[src/rtl/gpu_stencil_fill_if.sv]
// gpu_stencil_fill_if: stencil cache write port bundle
// Signals: stall_i (cache/arbiter busy), stencil_wr_req_o (write strobe),
// stencil_wr_addr_o ({y, cx[9:4]}), stencil_wr_mask_o (per-pixel enable),
// stencil_wr_value_o (replicated fill bit).
// master = fill engine side, slave = stencil cache side.
interface gpu_stencil_fill_if;
  logic        stall_i;
  logic        stencil_wr_req_o;
  logic [14:0] stencil_wr_addr_o;
  logic [15:0] stencil_wr_mask_o;
  logic [15:0] stencil_wr_value_o;
  modport master (
    input  stall_i,
    output stencil_wr_req_o, stencil_wr_addr_o, stencil_wr_mask_o, stencil_wr_value_o
  );
  modport slave (
    output stall_i,
    input  stencil_wr_req_o, stencil_wr_addr_o, stencil_wr_mask_o, stencil_wr_value_o
  );
endinterface

[src/rtl/gpu_stencil_fill.sv]
// gpu_stencil_fill: rectangle fill engine issuing masked 16-pixel stencil word writes
// Ports: clk_i, rst_ni (async active-low); start_i/x0_i/y0_i/w_i/h_i/value_i command;
// busy_o fill in progress, done_o one-cycle completion pulse; wr = stencil write port.
// Optional macro GPU_STENCIL_FILL_ABORT_EN adds abort_i (terminate fill early).
// GAP_CYCLES (1..7) idle cycles follow every write so writes are never back to back.
module gpu_stencil_fill #(
  parameter int unsigned GAP_CYCLES = 1
) (
  input  logic        clk_i,
  input  logic        rst_ni,
  input  logic        start_i,
  input  logic [9:0]  x0_i,
  input  logic [8:0]  y0_i,
  input  logic [10:0] w_i,
  input  logic [9:0]  h_i,
  input  logic        value_i,
`ifdef GPU_STENCIL_FILL_ABORT_EN
  input  logic        abort_i,
`endif
  output logic        busy_o,
  output logic        done_o,
  gpu_stencil_fill_if.master wr
);
  typedef enum logic [1:0] {IDLE, WRITE, GAP, DONE} state_e;
  state_e      state_q, state_d;
  logic [9:0]  x0_q, x0_d, cx_q, cx_d, rows_q, rows_d;
  logic [8:0]  cy_q, cy_d;
  logic [10:0] w_q, w_d, rem_q, rem_d;
  logic        val_q, val_d;
  logic [2:0]  gap_q, gap_d;
  logic [14:0] addr_q;
  logic [15:0] mask_q;
  logic [4:0]  n;
  // pixels covered by the word at cx: up to the word boundary, capped by what remains
  function automatic logic [4:0] span_len(input logic [9:0] cx, input logic [10:0] rem);
    logic [4:0] room;
    room = 5'd16 - {1'b0, cx[3:0]};
    return (rem < {6'd0, room}) ? rem[4:0] : room;
  endfunction
  // 17-bit shift so a full 16-pixel span yields 0xFFFF without overflow
  function automatic logic [15:0] span_mask(input logic [9:0] cx, input logic [10:0] rem);
    logic [16:0] m;
    m = ((17'd1 << span_len(cx, rem)) - 17'd1) << cx[3:0];
    return m[15:0];
  endfunction
  assign n = span_len(cx_q, rem_q);
  assign busy_o = (state_q == WRITE) || (state_q == GAP);
  assign done_o = (state_q == DONE);
  assign wr.stencil_wr_req_o   = (state_q == WRITE) && !wr.stall_i;
  assign wr.stencil_wr_addr_o  = addr_q;
  assign wr.stencil_wr_mask_o  = mask_q;
  assign wr.stencil_wr_value_o = {16{val_q}};
  always_comb begin
    state_d = state_q;
    x0_d    = x0_q;
    w_d     = w_q;
    val_d   = val_q;
    cx_d    = cx_q;
    cy_d    = cy_q;
    rem_d   = rem_q;
    rows_d  = rows_q;
    gap_d   = gap_q;
    case (state_q)
      IDLE, DONE: begin
        state_d = IDLE;
        if (start_i) begin
          x0_d    = x0_i;
          w_d     = w_i;
          val_d   = value_i;
          cx_d    = x0_i;
          cy_d    = y0_i;
          rem_d   = w_i;
          rows_d  = h_i;
          state_d = (w_i == '0 || h_i == '0) ? DONE : WRITE;
        end
      end
      WRITE: if (!wr.stall_i) begin
        cx_d    = cx_q + 10'(n);
        rem_d   = rem_q - 11'(n);
        gap_d   = '0;
        state_d = GAP;
        // row finished: step to the next line and reload the horizontal cursor
        if (rem_q == 11'(n)) begin
          cy_d   = cy_q + 9'd1;
          rows_d = rows_q - 10'd1;
          cx_d   = x0_q;
          rem_d  = w_q;
        end
      end
      GAP: begin
        gap_d = gap_q + 3'd1;
        if (gap_q == 3'(GAP_CYCLES - 1)) state_d = (rows_q == '0) ? DONE : WRITE;
      end
    endcase
`ifdef GPU_STENCIL_FILL_ABORT_EN
    // DONE already completes on its own, so only active fill states are cut short
    if (abort_i && busy_o) state_d = DONE;
`endif
  end
  always_ff @(posedge clk_i or negedge rst_ni) begin
    if (!rst_ni) begin
      state_q <= IDLE;
      x0_q    <= '0;
      w_q     <= '0;
      val_q   <= 1'b0;
      cx_q    <= '0;
      cy_q    <= '0;
      rem_q   <= '0;
      rows_q  <= '0;
      gap_q   <= '0;
      addr_q  <= '0;
      mask_q  <= '0;
    end else begin
      state_q <= state_d;
      x0_q    <= x0_d;
      w_q     <= w_d;
      val_q   <= val_d;
      cx_q    <= cx_d;
      cy_q    <= cy_d;
      rem_q   <= rem_d;
      rows_q  <= rows_d;
      gap_q   <= gap_d;
      // word address/mask registered from next-state cursors so they are valid on WRITE entry
      addr_q  <= {cy_d, cx_d[9:4]};
      mask_q  <= span_mask(cx_d, rem_d);
    end
  end
endmodule

[src/flat_wrapper.sv]
// flat-port wrapper written by rule: the top's interface ports become plain ports
module gpu_stencil_fill_flat 
#(
  parameter int unsigned GAP_CYCLES = 1
)
  (clk_i, rst_ni, start_i, x0_i, y0_i, w_i, h_i, value_i, busy_o, done_o, wr_stall_i, wr_stencil_wr_req_o, wr_stencil_wr_addr_o, wr_stencil_wr_mask_o, wr_stencil_wr_value_o);
  gpu_stencil_fill_if wr_i ();
  input  logic clk_i;
  input  logic rst_ni;
  input  logic start_i;
  input  logic [9:0] x0_i;
  input  logic [8:0] y0_i;
  input  logic [10:0] w_i;
  input  logic [9:0] h_i;
  input  logic value_i;
  output logic busy_o;
  output logic done_o;
  input wire logic [$bits(wr_i.stall_i)-1:0] wr_stall_i;
  output wire logic [$bits(wr_i.stencil_wr_req_o)-1:0] wr_stencil_wr_req_o;
  output wire logic [$bits(wr_i.stencil_wr_addr_o)-1:0] wr_stencil_wr_addr_o;
  output wire logic [$bits(wr_i.stencil_wr_mask_o)-1:0] wr_stencil_wr_mask_o;
  output wire logic [$bits(wr_i.stencil_wr_value_o)-1:0] wr_stencil_wr_value_o;
  assign wr_i.stall_i = wr_stall_i;
  assign wr_stencil_wr_req_o = wr_i.stencil_wr_req_o;
  assign wr_stencil_wr_addr_o = wr_i.stencil_wr_addr_o;
  assign wr_stencil_wr_mask_o = wr_i.stencil_wr_mask_o;
  assign wr_stencil_wr_value_o = wr_i.stencil_wr_value_o;
  gpu_stencil_fill #(.GAP_CYCLES(GAP_CYCLES)) u_core (.clk_i(clk_i), .rst_ni(rst_ni), .start_i(start_i), .x0_i(x0_i), .y0_i(y0_i), .w_i(w_i), .h_i(h_i), .value_i(value_i), .busy_o(busy_o), .done_o(done_o), .wr(wr_i));
endmodule
[config.mk]
export PLATFORM = sky130hd
export DESIGN_NAME = gpu_stencil_fill_flat
export DESIGN_NICKNAME = d
export VERILOG_FILES = /design/src/rtl/gpu_stencil_fill_if.sv /design/src/rtl/gpu_stencil_fill.sv /design/src/flat_wrapper.sv
export SDC_FILE = /design/constraint.sdc
export NUM_CORES = 1
export LEC_CHECK = 0
export BUFFER_PORTS_ARGS = -buffer_cell sky130_fd_sc_hd__buf_2
export CORE_MARGIN = 2
export CORE_UTILIZATION = 50
export DETAILED_ROUTE_END_ITERATION = 8
export PLACE_DENSITY = 0.86
export SLEW_MARGIN = 20
export SYNTH_ARGS = -nofsm -noshare
export SYNTH_HDL_FRONTEND = slang
export SYNTH_SLANG_ARGS = --single-unit
[constraint.sdc]
create_clock -name clk_i -period 9.95 [get_ports clk_i]
set_clock_uncertainty 0.1 [all_clocks]
set_input_delay 0.995 -clock clk_i [delete_from_list [all_inputs] [get_ports clk_i]]
set_output_delay 0.995 -clock clk_i [all_outputs]
set_load 0.05 [all_outputs]
==> reports/metrics.yaml <==
status: "complete, no violations"
grt_pass1_vias: 6479
syn_area_per_cell_sq_um: 7.94
viasPerCell: 6.40
drtIter0Drc: 1035
initial_core_util: 0.510
synth_edf_count: 0
slowest_stage: "or4_1"
hp-class: "register to register"
cp_slowest_stage_delay_ns: 0.53
synthAdderAreaFrac: 0.0556
worst_slew_pin_slew_ns: 0.871
cts_tree: "built"
dp_hpwl_mm: 14.7
ioPinCount: 95
synth_top_family_by_area: "simple AND/OR/NAND/NOR gates"
root_buffer: "clkbuf_16"
fmax_mhz: 107
routed_wl_mm: 20.5
ant_nets: 0
critPathBufInv: 9
max_cap_viol_count: 0
synthTopCellsByArea: "dfrtp_1 30%, nand2_1 6.9%, ha_1 5.0%, o21ai_0 4.3%, nor2_1 2.9%"
antenna_found_initial: 0
die_h_um: 123
critical_path.top_delay_family: "compound AO/OA/AOI/OAI gates"
synth_fp_nets: 959
port_buffers: 94
cts_hold_buf: 0
setup_viol: 0
period_share: 0.939
yosysTopAreaCell: "dfrtp_1"
core_area_sq_um: 13800
grt_max_degree: 46
die_w_um: 123
antenna_cells: 0
wl_per_cell_um: 18.2
layout.nets: 1022
synth_compound_area_frac: 0.241
required_ns: 10.11
synth-seq-cells: 83
synth_flop_cell: "dfrtp_1"
layout_common_cells: "129 x nand2_1, 93 x buf_2, 83 x dfrtp_1"
rsz0062_at_grt: "false"
clock-sinks: 83
dpl_cell_area_sq_um: 7480
crit_type: "register to register"
synthMuxAreaShare: 0.0485
fin_setup_tns_ns: 0
yosys_warnings: 0
clkSlewWorstSetupHoldPaths_ns: 0.07
worstPathArrival_ns: 9.50
finalCriticalPeriod_ns: 9.34
cts_buffers: 9
area.growth.synth_to_final_pct: 13.2
critPathMaxFanout: 19
fin_area_sq_um: 7950
final_common_cell: "nand2_1"
synth.distinct_cells: 85
htree_levels: 3
synth_top_area_share: 0.296
end_kind: "register"
finalMaxSlewViolations: 0
startpoint_type: "register"
synthSimpleGateAreaFrac: 0.248
clk-insertion-delay-late_ns: 0.35
clockBufferDepth: 2
syn-cell-area_sq_um: 7020
dr_total_vias: 7248
synth_xor_area_frac: 0.0274
firstDrtPassIters: 8
synthArstFlopShare: 1.00
cp_common_cell: "inv_1"
ys_seq_area_frac: 0.296
relSlewSlack: 0.418
route.detailed.drc: 0
dieArea_sq_um: 15000
final_layout_size_suffix_gt1_frac: 0.194
hold_viol: 0
std_cell_rows: 43
overflow: 0
grt_pass1_wl_mm: 32.8
place_congestion: 1.04
syn_inst: 884
grt_usage: 0.276
[synth_stat cells (all sizes together), types with 13 or more instances]
master / n
o21ai: 63
xnor2: 16
clkbuf: 43
ha: 28
mux2i: 22
o211ai: 15
nand2b: 15
nand3: 40
and2: 15
a22oi: 16
o22ai: 13
nor3: 21
nor2: 54
nand2: 129
inv: 40
a21oi: 36
buf: 37
dfrtp: 83
[stage by stage]
stage | instances | setup WS (ns) | util | hold WS (ns)
after floorplan | 884 | 0.525 | - | 0.337
after global placement | 1102 | 0.709 | 0.543 | 0.350
after detailed placement | 1102 | 0.493 | 0.543 | 0.357
after CTS | 1118 | 0.399 | 0.567 | 0.380
after global routing | 1132 | 0.0135 | 0.577 | 0.396
final | 1132 | 0.610 | 0.577 | 0.379
[per-layer routing]
metal	up-vias	share of wire	GRT usage
li1	3327	-	-
met1	3408	0.42	0.394
met2	442	0.44	0.416
met3	71	0.10	0.0511
met4	0	0.030	0.0991
met5	-	0	0
[worst reg2reg max path: cells and delay by family (launching register included)]
family / cells / cell delay (ns)
AO/OA/AOI/OAI: 12 / 2.54
AND/OR/NAND/NOR: 9 / 2.14
adder cells (fa/ha/maj): 6 / 1.70
multiplexers: 5 / 1.12
buffers and inverters: 9 / 1.07
flip-flops: 1 / 0.42
XOR/XNOR: 1 / 0.17
[final cells by class]
class | count | area, sq um
Fill cell | 1279 | 5820
Multi-Input combinational cell | 679 | 4400
Sequential cell | 83 | 2080
Timing Repair Buffer | 131 | 751
Clock buffer | 10 | 239
Tap cell | 180 | 225
Inverter | 43 | 161
Clock inverter | 6 | 96.3
[what timing repair did]
action                     in CTS  in global routing
setup endpoints to repair       0                 12
gates resized for setup         0                  6
buffers inserted                0                 13
[worst paths after layout]
path | endpoint | from | cells past startpoint | slack [ns]
setup / recovery | u_core.wr.stencil_wr_mask_o[15] | u_core.cx_q[1] | 42 | 0.61
hold / removal | u_core.x0_q[6] | u_core.x0_q[6] | 2 | 0.38
setup reg to reg | u_core.wr.stencil_wr_mask_o[15] | u_core.cx_q[1] | 42 | 0.61
hold reg to reg | u_core.x0_q[6] | u_core.x0_q[6] | 2 | 0.38
max in group asynchronous | u_core.wr.stencil_wr_mask_o[7] | rst_ni | 2 | 8.24
min in group asynchronous | u_core.rows_q[5] | rst_ni | 1 | 0.51
[cell families (layout without fill, tap and decap cells)]
group | Yosys count | in the layout
DFF | 83 | 83
and+or+nand+nor | 349 | 350
adders and majority gates | 30 | 30
xor gates and xnor gates | 22 | 22
AOI/OAI and AO/OA | 245 | 245
muxes | 32 | 32
buffers and inverters | 123 | 190
Power is not shown: default switching activity piles up to over one toggle a cycle in this logic, so the estimate is an artifact.
